**src/rtl/icache_direct_mapped.sv**
```systemverilog
// Direct-mapped read-only instruction cache between fetch and the memory controller.
// Hits are combinational. A miss fills one word through iREN/iwait, then hits in the following IDLE cycle.
module icache_direct_mapped #(
    parameter int NSETS  = 16,
    parameter int WORD_W = 32
) (
    input  logic              CLK,
    input  logic              nRST,
    input  logic              imemREN,
    input  logic [WORD_W-1:0] imemaddr,
    output logic              ihit,
    output logic [WORD_W-1:0] imemload,
    output logic              iREN,
    output logic [WORD_W-1:0] iaddr,
    input  logic              iwait,
    input  logic [WORD_W-1:0] iload,
    output logic [31:0]       hit_count,
    output logic [31:0]       miss_count
);
    localparam int IDX_W = $clog2(NSETS);
    localparam int TAG_W = WORD_W - IDX_W - 2;

    typedef enum logic {IDLE, FILL} state_t;

    state_t            state, next_state;
    logic [WORD_W-1:0] miss_addr;
    logic [NSETS-1:0]  valid;
    logic [TAG_W-1:0]  tags [NSETS];
    logic [WORD_W-1:0] data [NSETS];

    logic [IDX_W-1:0]  req_idx, fill_idx;
    logic [TAG_W-1:0]  req_tag, fill_tag;
    logic              miss_start, fill_done;

    assign req_idx  = imemaddr[IDX_W+1:2];
    assign req_tag  = imemaddr[WORD_W-1:IDX_W+2];
    assign fill_idx = miss_addr[IDX_W+1:2];
    assign fill_tag = miss_addr[WORD_W-1:IDX_W+2];

    always_comb begin
        next_state = state;
        ihit       = 1'b0;
        imemload   = '0;
        iREN       = 1'b0;
        iaddr      = '0;
        miss_start = 1'b0;
        fill_done  = 1'b0;
        case (state)
            IDLE: begin
                if (imemREN) begin
                    if (valid[req_idx] && (tags[req_idx] == req_tag)) begin
                        ihit     = 1'b1;
                        imemload = data[req_idx];
                    end else begin
                        miss_start = 1'b1;
                        next_state = FILL;
                    end
                end
            end
            FILL: begin
                iREN  = 1'b1;
                iaddr = miss_addr;
                if (!iwait) begin
                    fill_done  = 1'b1;
                    next_state = IDLE;
                end
            end
            default: next_state = IDLE;
        endcase
    end

    always_ff @(posedge CLK or negedge nRST) begin
        if (!nRST) begin
            state      <= IDLE;
            miss_addr  <= '0;
            valid      <= '0;
            hit_count  <= '0;
            miss_count <= '0;
        end else begin
            state <= next_state;
            if (miss_start) begin
                miss_addr  <= {imemaddr[WORD_W-1:2], imemaddr[1:0] & 2'b00};
                miss_count <= miss_count + 32'd1;
            end
            if (ihit)
                hit_count <= hit_count + 32'd1;
            if (fill_done)
                valid[fill_idx] <= 1'b1;
        end
    end

    // Tag and data arrays carry no reset; the valid bits alone qualify them.
    always_ff @(posedge CLK) begin
        if (fill_done) begin
            tags[fill_idx] <= fill_tag;
            data[fill_idx] <= iload;
        end
    end
endmodule

```
**config.mk**
```make
export PLATFORM = sky130hd
export DESIGN_NAME = icache_direct_mapped
export DESIGN_NICKNAME = d
export VERILOG_FILES = /design/src/rtl/icache_direct_mapped.sv
export SDC_FILE = /design/constraint.sdc
export NUM_CORES = 1
export LEC_CHECK = 0
export CORE_MARGIN = 2
export CORE_UTILIZATION = 57
export DETAILED_ROUTE_END_ITERATION = 8
export PLACE_DENSITY = 0.76
export SLEW_MARGIN = 10
export SYNTH_ARGS = -nofsm -noshare
export SYNTH_HDL_FRONTEND = slang
export SYNTH_SLANG_ARGS = --single-unit
```
**constraint.sdc**
```tcl
create_clock -name CLK -period 7.39 [get_ports CLK]
set_clock_uncertainty 0.05 [all_clocks]
set_input_delay 1.8475 -clock CLK [delete_from_list [all_inputs] [get_ports CLK]]
set_output_delay 1.8475 -clock CLK [all_outputs]
set_load 0.05 [all_outputs]
```
==> summary.md <==
| Metric | Value |
|---|---|
| Status | completed |
| # clock sinks | about 1.0k |
| Fraction of layout cells with a size suffix above 1 | 26.7% |
| CTS hold repair buffers | 0 |
| Row Count | 97 |
| Die ar. | between 70000 and 80000 sq um |
| Routed wire length | slightly above 90 mm |
| Slowest library cell on the worst path | mux4_2 |
| Ys async rst share | 10.7% |
| Logic gate share of total power | 8.2% |
| Yosys cell types | 57 |
| H-tree depth | 3 |
| PD cells | ~280 nW/um^2 |
| Crit-path cells | buf_8, buf_12, mux4_2, mux2i_1, a21oi_1, xnor2_1, nand4_1, nor4_2, buf_4, nand4b_1, buf_4, buf_12, nor2b_1, buf_4, buf_12 |
| Final Cycle Share | 97.8% |
| Final hold vios | 0 |
| Antenna viol nets, final | 0 |
| Crit-path max FO | between 50 and 60 |
| Clock-pin slew on the worst setup and hold paths | ~0.06 ns |
| Seq/Total Area, Yosys | approximately three quarters |
| Global-route wire length before repair | 135 mm |
| TritonCTS buffer count | just over 100 |
| Delay of the slowest cell on the worst path | 0.55 ns |
| Placed cell count | 2999 |
| Critical path depth in cells | 15 |
| Die Ht | 271 microns |
| Int Power | 10.3 mW |
| Largest net degree at the start of global routing | 97 |
| Clock network fraction of design power | between 30% and 40% |
| Syn Area/Cell | about 21 sq um |
| Crit path time final | approximately 7.2 ns |
| Starting DRC count in detailed routing | roughly 2.2k |
| Post-detail-place hpwl | between 40 and 50 mm |
| Initial Util | 57.8% |
| MaxCap Viol Count | 0 |
| Die W | about 270 microns |
| Vias in the first global route | approximately 21k |
| R2R Path End | hit_count[30] |
| Synth warn | 0 |
| Port bufs | roughly 190 |
| Worst Hold Class | register to register |
| Initial antenna violation count | 3 |
| #FFs+latches synth | between 1k and 1.5k |
| Setup violations, final | 0 |
| Setup TNS | 0 ns |
| Worst-Margin Slew | between 1 and 1.5 ns |
| Core area | 70300 sq um |
| GRT overflow | 0 |
| Max_slew headroom | a little over a fifth |
| Residual DRC count | 0 |
| Startpoint types | primary input |
| Commonest cells after routing, fill and taps aside | edfxtp_1, mux4_2, clkdlybuf4s50_1 |
| Gate Count Post-Synth | roughly 1.9k |
| Max IR drop VDD | ~240 uV |
| Placer's final routability congestion estimate | ~0.8 |
| CTS max path bufs | 3 |
| Sequential share of power | between 50% and 60% |
| Syn Std Cell Area | 40600 sq um |
| Leakage | about 16 nW |
| CTS tree | yes |
| EDFF count, synth | slightly above 900 |
| Most used DFF post-synth | edfxtp_1 |
| Syn-to-layout area delta | 17.5% |
| Switching share of power | between 20% and 30% |
| Worst setup path end | imemload[31] |
| Worst Setup SP | imemaddr[4] |
| Kind of end point of the critical path | output port |
| CP top delay family | buffers and inverters |
| Max-slew violations | 0 |
| Nets | ~2.2k |
| Reg-to-reg startpoint | tags[7][20] |
| Drt first pass iters | 5 |
| Clock Latency Late Sink | 0.66 ns |
| Commonest non-fill, non-tap cell in the layout | edfxtp_1 |
| FF-to-FF path depth | 12 |
| Hold Crit Depth | 1 |
| Total number of vias | 20.1k |
| Worst path bufs/invs | 7 |
| DR WL/cell | between 20 and 30 microns |
| Critical path arrival | about 5.3 ns |
| GRT Util Overall | 25.3% |
| Setup CP Type | primary input to output port |
| Layout Cells excl Fill | between 3k and 4k |
| Worst R2R Setup Slack | 3.40 ns |
| CTS root buf | clkbuf_16 |
| Io pins | approximately 200 |
| Fmax | 138 MHz |
| Sw Pwr | between 3 and 4 mW |
| Via-per-instance ratio | between 6 and 7 |
| Critical Path RT | between 5 and 6 ns |
worst min-delay path by stage:
stage	from	to
floorplan	valid[1]	valid[1]
global placement	valid[1]	valid[1]
detailed placement	valid[11]	valid[11]
CTS	valid[11]	valid[11]
global route	valid[0]	valid[0]
finish	valid[11]	valid[11]
state kept, by name (all words and copies together), names as in the netlist:
signal	flops
data	512
hit_count	32
miss_addr	30
miss_count	32
state	1
tags	416
valid	16
Yosys cell counts, types with 2 or more instances:
| cell | instances | share of area (%) |
|---|---|---|
| buf_6 | 5 | 0.14 |
| xor2_1 | 31 | 0.67 |
| buf_1 | 15 | 0.14 |
| nor2_1 | 32 | 0.30 |
| nor4_2 | 2 | 0.062 |
| nor3_1 | 17 | 0.21 |
| nor3_2 | 4 | 0.099 |
| mux2_2 | 40 | 1.1 |
| mux2i_1 | 47 | 1.2 |
| xnor2_1 | 55 | 1.2 |
| and2_1 | 35 | 0.54 |
| buf_4 | 13 | 0.24 |
| edfxtp_1 | 928 | 69 |
| and3_1 | 17 | 0.26 |
| nand2_1 | 32 | 0.30 |
| nand2b_1 | 7 | 0.11 |
| and4_1 | 6 | 0.13 |
| o221ai_1 | 3 | 0.065 |
| a2bb2oi_1 | 2 | 0.043 |
| nand4_1 | 24 | 0.37 |
| a221oi_1 | 5 | 0.11 |
| mux4_2 | 263 | 15 |
| ha_1 | 2 | 0.062 |
| or2_2 | 17 | 0.26 |
| a21oi_1 | 2 | 0.025 |
| dfrtp_1 | 111 | 6.8 |
| nor2b_1 | 35 | 0.54 |
| buf_2 | 20 | 0.25 |
| a22oi_1 | 5 | 0.092 |
| inv_1 | 9 | 0.083 |
| o21ai_0 | 3 | 0.037 |
| a31oi_1 | 2 | 0.031 |
| nor4_1 | 9 | 0.14 |
| nand4b_1 | 2 | 0.043 |
| clkbuf_1 | 45 | 0.42 |
| nand3b_1 | 2 | 0.037 |
| o22ai_1 | 4 | 0.062 |
| nand3_1 | 21 | 0.26 |
worst reg2reg max path: cells and delay by family, from the launching register on:
family        cells  cell delay (ns)
simple gates      4             1.17
mux               2             0.98
buf+inv           4             0.87
xor+xnor          2             0.51
flops             1             0.36
stage by stage:
stage                     hold slack, ns  setup slack (ns)  power [mW]  util (%)  area (sq um)
after floorplan                    0.380             0.381        7.73         -         40600
after global routing               0.429         -0.000540        13.7      67.9         47700
final                              0.416             0.163        13.3      67.9         47700
after CTS                          0.415            0.0829        13.4      67.9         47700
after detailed placement           0.401            -0.200        8.20      63.1         44300
after global placement             0.393            -0.189        8.15      63.1         44300
cell type report:
cell class | instances | area (sq um)
flip-flops and latches | 1039 | 30600
fillers | 4234 | 22500
multi-input cells | 745 | 9590
repair buffers | 266 | 2910
clock buffers | 149 | 2870
well taps | 940 | 1180
clock inverters | 44 | 515
inverters | 10 | 40.0
diodes | 1 | 2.50
power by group through the flow:
| stage | combinational (mW) | sequential, mW | clock, mW |
|---|---|---|---|
| 3_3_place_gp | 1.07 | 7.07 | 0 |
| 4_1_cts | 1.10 | 6.99 | 5.27 |
| 6_report | 1.09 | 6.99 | 5.20 |
| 2_1_floorplan | 0.646 | 7.08 | 0 |
| 5_1_grt | 1.15 | 7.03 | 5.49 |
| 3_5_place_dp | 1.09 | 7.11 | 0 |
routing by layer:
layer / global-route usage [%] / share of wire, % / vias to the layer above
li1: - / - / 8309
met1: 34.8 / 39 / 10700
met2: 42.0 / 51 / 917
met3: 4.62 / 7.3 / 164
met4: 7.11 / 2.4 / 2
met5: 0 / 0.015 / -
repair_timing:
action | CTS | global route
setup endpoints to repair | 33 | 29
buffers inserted | 1 | 0
gates resized for setup | 2 | 2
pin swaps | 0 | 0
logic make-up (layout without fill, tap and decap cells):
group	count (synthesis)	after routing	share of synthesized area [%]
compound gates	36	36	0.678
xor+xnor	86	86	1.85
fa+ha+maj	2	2	0.0616
buf+inv	108	469	1.27
flops	1039	1039	75.4
mux	351	351	16.9
other cells	1	3	0.00923
simple gates	268	268	3.77
Power figures use the tool's default switching activity.
